## src/rtl/bird_datapath_pkg.sv

```systemverilog
// Shared constants for the bird controller/datapath pair: state codes, geometry, colours.
package bird_datapath_pkg;

    localparam int unsigned X_POS     = 20;
    localparam int unsigned SIZE      = 4;
    localparam int unsigned Y_START   = 60;
    localparam int unsigned Y_TOP     = 10;
    localparam int unsigned Y_GROUND  = 116;
    localparam int unsigned RISE_STEP = 2;
    localparam int unsigned FALL_STEP = 1;
    localparam int unsigned RISE_LEN  = 8;

    localparam int unsigned SCREEN_W  = 160;
    localparam int unsigned SCREEN_H  = 120;

    localparam int unsigned X_W       = 8;
    localparam int unsigned Y_W       = 7;
    localparam int unsigned STATE_W   = 4;
    localparam int unsigned COLOUR_W  = 3;
    localparam int unsigned SCAN_W    = (SIZE > 1) ? $clog2(SIZE) : 1;
    localparam int unsigned RC_W      = $clog2(RISE_LEN + 1);

    localparam logic [COLOUR_W-1:0] BG_COLOUR   = 3'b000;
    localparam logic [COLOUR_W-1:0] BIRD_COLOUR = 3'b110;

    localparam logic [STATE_W-1:0] ST_START   = 4'd0;
    localparam logic [STATE_W-1:0] ST_RAISING = 4'd1;
    localparam logic [STATE_W-1:0] ST_FALLING = 4'd2;
    localparam logic [STATE_W-1:0] ST_STOP    = 4'd3;
    localparam logic [STATE_W-1:0] ST_DRAW    = 4'd4;

    typedef enum logic [1:0] {
        D_IDLE  = 2'd0,
        D_ERASE = 2'd1,
        D_DRAW  = 2'd2
    } draw_state_e;

endpackage

```

## src/rtl/bird_datapath_sprite_scan.sv

```systemverilog
// Raster counter over a SIZE x SIZE sprite; cx is the fast index.
// Exposes the next index so the caller can register pixel coordinates in step with it.
module bird_datapath_sprite_scan #(
    parameter int unsigned SIZE = 4,
    parameter int unsigned CW   = (SIZE > 1) ? $clog2(SIZE) : 1
) (
    input  logic          clk,
    input  logic          resetn,
    input  logic          start,
    input  logic          en,
    output logic [CW-1:0] cx,
    output logic [CW-1:0] cy,
    output logic [CW-1:0] cx_nxt_c,
    output logic [CW-1:0] cy_nxt_c,
    output logic          last
);

    localparam logic [CW-1:0] MAX = CW'(SIZE - 1);

    always_comb begin
        cx_nxt_c = cx;
        cy_nxt_c = cy;
        if (start) begin
            cx_nxt_c = '0;
            cy_nxt_c = '0;
        end else if (en) begin
            if (cx == MAX) begin
                cx_nxt_c = '0;
                cy_nxt_c = (cy == MAX) ? '0 : cy + 1'b1;
            end else begin
                cx_nxt_c = cx + 1'b1;
            end
        end
    end

    always_ff @(posedge clk) begin
        if (!resetn) begin
            cx   <= '0;
            cy   <= '0;
            last <= 1'b0;
        end else begin
            cx   <= cx_nxt_c;
            cy   <= cy_nxt_c;
            last <= (cx_nxt_c == MAX) && (cy_nxt_c == MAX);
        end
    end

endmodule

```

## src/rtl/bird_datapath.sv

```systemverilog
// Bird datapath: vertical physics and rise counter driven by the controller state code,
// plus an erase/redraw pixel sequencer for the VGA adapter.
module bird_datapath
    import bird_datapath_pkg::*;
(
    input  logic                clk,
    input  logic                resetn,
    input  logic [STATE_W-1:0]  state,
    input  logic                step_en,
    input  logic                pipe_hit,
    output logic                flag,
    output logic                touched,
    output logic [Y_W-1:0]      bird_y,
    output logic [X_W-1:0]      vga_x,
    output logic [Y_W-1:0]      vga_y,
    output logic [COLOUR_W-1:0] colour,
    output logic                plot,
    output logic                busy
);

    localparam logic [RC_W:0] RL_EXT = (RC_W + 1)'(RISE_LEN);

    logic [RC_W-1:0]   rise_cnt;
    logic [RC_W:0]     rc_inc;
    logic [Y_W-1:0]    ny;
    logic [Y_W-1:0]    by_nxt;
    logic              trig;

    draw_state_e       d_state, d_nxt;
    logic              pending, pending_nxt;
    logic [Y_W-1:0]    drawn_y, drawn_y_nxt;
    logic [Y_W-1:0]    old_y, old_y_nxt;
    logic [Y_W-1:0]    new_y, new_y_nxt;
    logic [Y_W-1:0]    y_base;
    logic              plot_nxt;
    logic [X_W-1:0]    vga_x_nxt;
    logic [Y_W-1:0]    vga_y_nxt;
    logic [COLOUR_W-1:0] colour_nxt;

    logic              scan_start, scan_en, scan_last;
    logic [SCAN_W-1:0] cx, cy, cx_nxt, cy_nxt;

    // Candidate position: saturating compares are done before the add/subtract so y never wraps.
    always_comb begin
        ny     = bird_y;
        rc_inc = {1'b0, rise_cnt} + 1'b1;
        case (state)
            ST_START:   ny = Y_W'(Y_START);
            ST_RAISING: ny = (bird_y <= Y_W'(Y_TOP + RISE_STEP)) ? Y_W'(Y_TOP)
                                                                 : bird_y - Y_W'(RISE_STEP);
            ST_FALLING: ny = (bird_y >= Y_W'(Y_GROUND - FALL_STEP)) ? Y_W'(Y_GROUND)
                                                                    : bird_y + Y_W'(FALL_STEP);
            default:    ny = bird_y;
        endcase
        trig   = step_en && ((state == ST_START) || (ny != bird_y));
        by_nxt = step_en ? ny : bird_y;
    end

    always_ff @(posedge clk) begin
        if (!resetn) begin
            bird_y   <= Y_W'(Y_START);
            rise_cnt <= '0;
            flag     <= 1'b0;
            touched  <= 1'b0;
        end else if (step_en) begin
            bird_y <= ny;
            case (state)
                ST_START: begin
                    rise_cnt <= '0;
                    flag     <= 1'b0;
                    touched  <= 1'b0;
                end
                ST_RAISING: begin
                    rise_cnt <= (rc_inc >= RL_EXT) ? RC_W'(RISE_LEN) : rc_inc[RC_W-1:0];
                    flag     <= (rc_inc >= RL_EXT) || (ny == Y_W'(Y_TOP));
                    touched  <= pipe_hit;
                end
                ST_FALLING: begin
                    rise_cnt <= '0;
                    flag     <= 1'b0;
                    touched  <= (ny == Y_W'(Y_GROUND)) || pipe_hit;
                end
                default: ;
            endcase
        end
    end

    bird_datapath_sprite_scan #(.SIZE(SIZE), .CW(SCAN_W)) u_scan (
        .clk      (clk),
        .resetn   (resetn),
        .start    (scan_start),
        .en       (scan_en),
        .cx       (cx),
        .cy       (cy),
        .cx_nxt_c (cx_nxt),
        .cy_nxt_c (cy_nxt),
        .last     (scan_last)
    );

    // Draw sequencer state register.
    always_ff @(posedge clk) begin
        if (!resetn) d_state <= D_IDLE;
        else         d_state <= d_nxt;
    end

    // Next state; a pending move chains straight from the last DRAW pixel into a new ERASE.
    always_comb begin
        d_nxt      = d_state;
        scan_start = 1'b0;
        scan_en    = 1'b0;
        case (d_state)
            D_IDLE: begin
                if (trig) begin
                    d_nxt      = D_ERASE;
                    scan_start = 1'b1;
                end
            end
            D_ERASE: begin
                if (scan_last) begin
                    d_nxt      = D_DRAW;
                    scan_start = 1'b1;
                end else begin
                    scan_en = 1'b1;
                end
            end
            D_DRAW: begin
                if (scan_last) begin
                    if (pending || trig) begin
                        d_nxt      = D_ERASE;
                        scan_start = 1'b1;
                    end else begin
                        d_nxt = D_IDLE;
                    end
                end else begin
                    scan_en = 1'b1;
                end
            end
            default: d_nxt = D_IDLE;
        endcase
    end

    // Sequencer outputs: the pixel to present after the coming edge.
    always_comb begin
        old_y_nxt   = old_y;
        new_y_nxt   = new_y;
        drawn_y_nxt = drawn_y;
        pending_nxt = pending;
        if ((d_state != D_IDLE) && trig) pending_nxt = 1'b1;
        if ((d_state == D_DRAW) && scan_last) begin
            drawn_y_nxt = new_y;
            pending_nxt = 1'b0;
        end
        if (scan_start && (d_nxt == D_ERASE)) begin
            old_y_nxt = (d_state == D_DRAW) ? new_y : drawn_y;
            new_y_nxt = by_nxt;
        end
        plot_nxt   = (d_nxt != D_IDLE);
        colour_nxt = (d_nxt == D_DRAW) ? BIRD_COLOUR : BG_COLOUR;
        y_base     = (d_nxt == D_DRAW) ? new_y_nxt : old_y_nxt;
        vga_x_nxt  = X_W'(X_POS) + X_W'(cx_nxt);
        vga_y_nxt  = y_base + Y_W'(cy_nxt);
    end

    always_ff @(posedge clk) begin
        if (!resetn) begin
            pending <= 1'b0;
            drawn_y <= Y_W'(Y_START);
            old_y   <= Y_W'(Y_START);
            new_y   <= Y_W'(Y_START);
            plot    <= 1'b0;
            busy    <= 1'b0;
            vga_x   <= '0;
            vga_y   <= '0;
            colour  <= '0;
        end else begin
            pending <= pending_nxt;
            drawn_y <= drawn_y_nxt;
            old_y   <= old_y_nxt;
            new_y   <= new_y_nxt;
            plot    <= plot_nxt;
            busy    <= plot_nxt;
            if (plot_nxt) begin
                vga_x  <= vga_x_nxt;
                vga_y  <= vga_y_nxt;
                colour <= colour_nxt;
            end
        end
    end

endmodule

```

## config.mk

```make
export PLATFORM = sky130hd
export DESIGN_NAME = bird_datapath
export DESIGN_NICKNAME = d
export VERILOG_FILES = /design/src/rtl/bird_datapath_pkg.sv /design/src/rtl/bird_datapath_sprite_scan.sv /design/src/rtl/bird_datapath.sv
export SDC_FILE = /design/constraint.sdc
export NUM_CORES = 1
export LEC_CHECK = 0
export BUFFER_PORTS_ARGS = -buffer_cell sky130_fd_sc_hd__buf_2
export CORE_ASPECT_RATIO = 1.2
export CORE_MARGIN = 4
export CORE_UTILIZATION = 53
export DETAILED_ROUTE_END_ITERATION = 8
export PLACE_DENSITY = 0.73
export SLEW_MARGIN = 20
export SYNTH_ARGS = -nofsm -noshare
export SYNTH_HDL_FRONTEND = slang
export SYNTH_SLANG_ARGS = --single-unit
export TNS_END_PERCENT = 100
```

## constraint.sdc

```tcl
create_clock -name clk -period 4.4 [get_ports clk]
set_input_delay 0.88 -clock clk [delete_from_list [all_inputs] [get_ports clk]]
set_output_delay 0.88 -clock clk [all_outputs]
set_load 0.1 [all_outputs]
```

==> results.tsv <==
stage	metric	value	unit
outcome	status	finished, final reports clean	
logic_synthesis	Area contributors post-synth	dfxtp_1 (32%), a21oi_1 (6.2%), ha_1 (5.6%)	
drt	initial DRC count	228	
timing	WHS	0.464	ns
cts	htree depth	2	
job	max-cap viol count	0	
finish	nets	485	
finish	final std cells w/o fill	544	
logic_synthesis	Seq/Total Area, Yosys	32.1	%
drt	Final ANT Viol Nets	0	
logic_synthesis	Mean Syn Cell Area	8.04	µm²
cts	Worst-Skew Late Latency	0.31	ns
setup_path	Worst EP arrival	4.34	ns
cts	# Post-CTS Setup Buffers	0	
finish	share of post-route cells with drive strength above 1	22.5	%
setup_path	CP Launch Point	state[3]	
drt	drt total wl	7970	µm
die	die area	7700	µm²
setup_path	worst path cell trace	buf_2 -> buf_4 -> or4b_2 -> a21oi_2 -> nor4_2 -> nor3_4 -> nand4_4 -> o31ai_4 -> mux2i_1 -> o21ai_2 -> ha_2 -> inv_1 -> fa_2 -> or4_1 -> nand3_1 -> a21oi_1	
setup_path	FF-to-FF Start	bird_y[1]	
power	pwr dens	308	nW/µm²
cts	# clock sinks	54	
placement	GP Congestion	0.913	
placement	Cells after DPL	536	
power	leak pwr	1.58	nW
drt	via count	3158	
timing	Worst slew margin	36.1	%
global_route	GRT overflow	0	
placement	worst slack, placed	-0.216	ns
global_route	pin count of the biggest net entering global routing	30	
logic_synthesis	synthesized area	3370	µm²
drt	average wire per standard cell	14.6	µm
finish	Syn-to-layout area delta	15.0	%
global_route	GRT Overall Usage	21.5	%
placement	number of port buffers	31	
finish	number of antenna repair diodes	0	
setup_path	CP max FO	6	
die	standard-cell row count	31	
drt	DRT Pass-1 Iters	5	
drt	# DRC	0	
logic_synthesis	Post-synth EDFFs	0	
setup_path	Crit Path Class	in -> reg	
die	Initial Util	55.3	%
global_route	initial antenna violation count	0	
timing	skew final	0.0134	ns
setup_path	CP Capture Type	flop	
worst_hold_path	worst min-delay path startpoint	drawn_y[0]	
logic_synthesis	ys async rst share	0	%
power	Power Total	1.19	mW
logic_synthesis	cell taking the most area after synthesis	dfxtp_1	
setup_path	slowest CP cell	or4b_2	
timing	Setup-failing EPs final	0	
die	core area	6090	µm²
logic_synthesis	Synth Register Bits	54	
die	die width	80.8	µm
finish	most frequent cells in the layout	nand2_1 (49), dfxtp_1 (49), nor2_1 (45), a21oi_1 (41)	
cts	Root Driver	clkbuf_8	
global_route	vias in the first global route	2926	
logic_synthesis	post-synthesis cell count	419	
setup_path	biggest cell delay along the critical path	0.68	ns
cts	CTS Buf Count	5	
finish	final cell utilization of the core	63.6	%
cts	CTS tree	yes	
die	IO Count	37	
timing	Fin. Hold Viols	0	
cts	clock-pin slew on the worst setup and hold paths	0.09	ns
timing	worst setup margin	0.212	ns
timing	Final min period	4.19	ns
logic_synthesis	predominant post-synthesis flop cell	dfxtp_1	
timing	actual slew at the worst max-slew pin	0.958	ns
timing	Final Cycle Share	95.2	%
global_route	first-pass GRT wire length	13200	µm
timing	max frequency	239	MHz
logic_synthesis	synth unique cells	63	
drt	DR vias/cell	5.81	
worst_hold_path	min-delay worst type	reg -> reg	
finish	fillers	554	
die	die height	95.3	µm
cts	Max clock buf depth	2	
power	Worst IR Drop VDD	0.253	mV
logic_synthesis	post-synth top area share	32.1	%
timing	Pins Over Slew Limit	0	
setup_path	startpoint types	input port	
logic_synthesis	Synthesis Warnings	0	
placement	hpwl dp	5890	µm
setup_path	Crit path required time	4.55	ns
-- path summary, 6_finish.rpt --
check | to | slack [ns] | cells past startpoint
worst max-delay path | vga_y[2] | 0.21 | 16
worst min-delay path | drawn_y[0] | 0.46 | 2
worst max register to register | vga_y[2] | 0.28 | 16
worst min register to register | drawn_y[0] | 0.46 | 2
-- layer usage --
layer | global-route usage [%] | routed length (µm)
met5 | 0 | 0
met4 | 9.15 | 213
met3 | 2.46 | 370
met2 | 36.7 | 3820
met1 | 27.4 | 3560
-- layout make-up --
class / count / area, µm² / area share [%]
timing repair buffer: 62 / 388 / 10.0
tap: 82 / 103 / 2.65
inverter: 12 / 45.0 / 1.16
clock buffer: 5 / 68.8 / 1.78
clock inverter: 3 / 48.8 / 1.26
sequential: 54 / 1090 / 28.1
multi-input combinational: 326 / 2130 / 55.0
-- synth_stat cells, drive strengths merged, types with 4 or more instances --
cell    count
inv        12
clkbuf     17
nor2       45
nand4       5
nand2      49
mux2        6
a211oi      9
dfxtp      54
a21oi      42
nor2b       4
o21ai      24
buf        14
nand2b      4
ha         15
mux2i      14
xor2        5
nand3      12
a31oi       4
and2        7
o211ai      5
xnor2       4
nor3       18
-- sequential cells by signal (all words and copies together), names as in the netlist, 3 cells and up --
register  count
bird_y        7
drawn_y       7
new_y         7
old_y         7
vga_y         7
rise_cnt      4
vga_x         3
-- through the flow --
stage          setup TNS (ns)  instance area, µm²
6_report                    0                3870
5_1_grt             -0.000151                3870
4_1_cts                     0                3860
3_5_place_dp           -0.691                3740
3_3_place_gp          -0.0483                3740
2_1_floorplan               0                3450
-- logic make-up (layout without fill, tap and decap cells) --
family	after synthesis	count (layout)	share of synthesized area [%]
XOR/XNOR	9	9	2.34
AND/OR/NAND/NOR	164	164	25.0
AO/OA/AOI/OAI	112	112	21.6
adder cells (fa/ha/maj)	16	16	6.17
other	1	5	0.111
buffers and inverters	43	82	6.46
flip-flops	54	54	32.1
multiplexers	20	20	6.17
-- power by group --
part	internal, mW	leakage, nW	switching, mW
sequential	0.512	0.439	0.0184
combinational	0.0751	1.09	0.242
clock	0.174	0.0563	0.172
total	0.761	1.58	0.432
-- critical path, delay by kind of cell --
family	cells	cell delay, ns
adders and majority gates	2	0.58
AOI/OAI and AO/OA	4	0.78
muxes	1	0.15
buffers and inverters	3	0.31
and+or+nand+nor	6	1.63
-- timing repair --
action,4_1_cts,5_1_grt
setup endpoints to repair,0,5
resized for setup,0,3
hold buffers,0,0
Note: power is estimated with default switching activity, not from simulation.
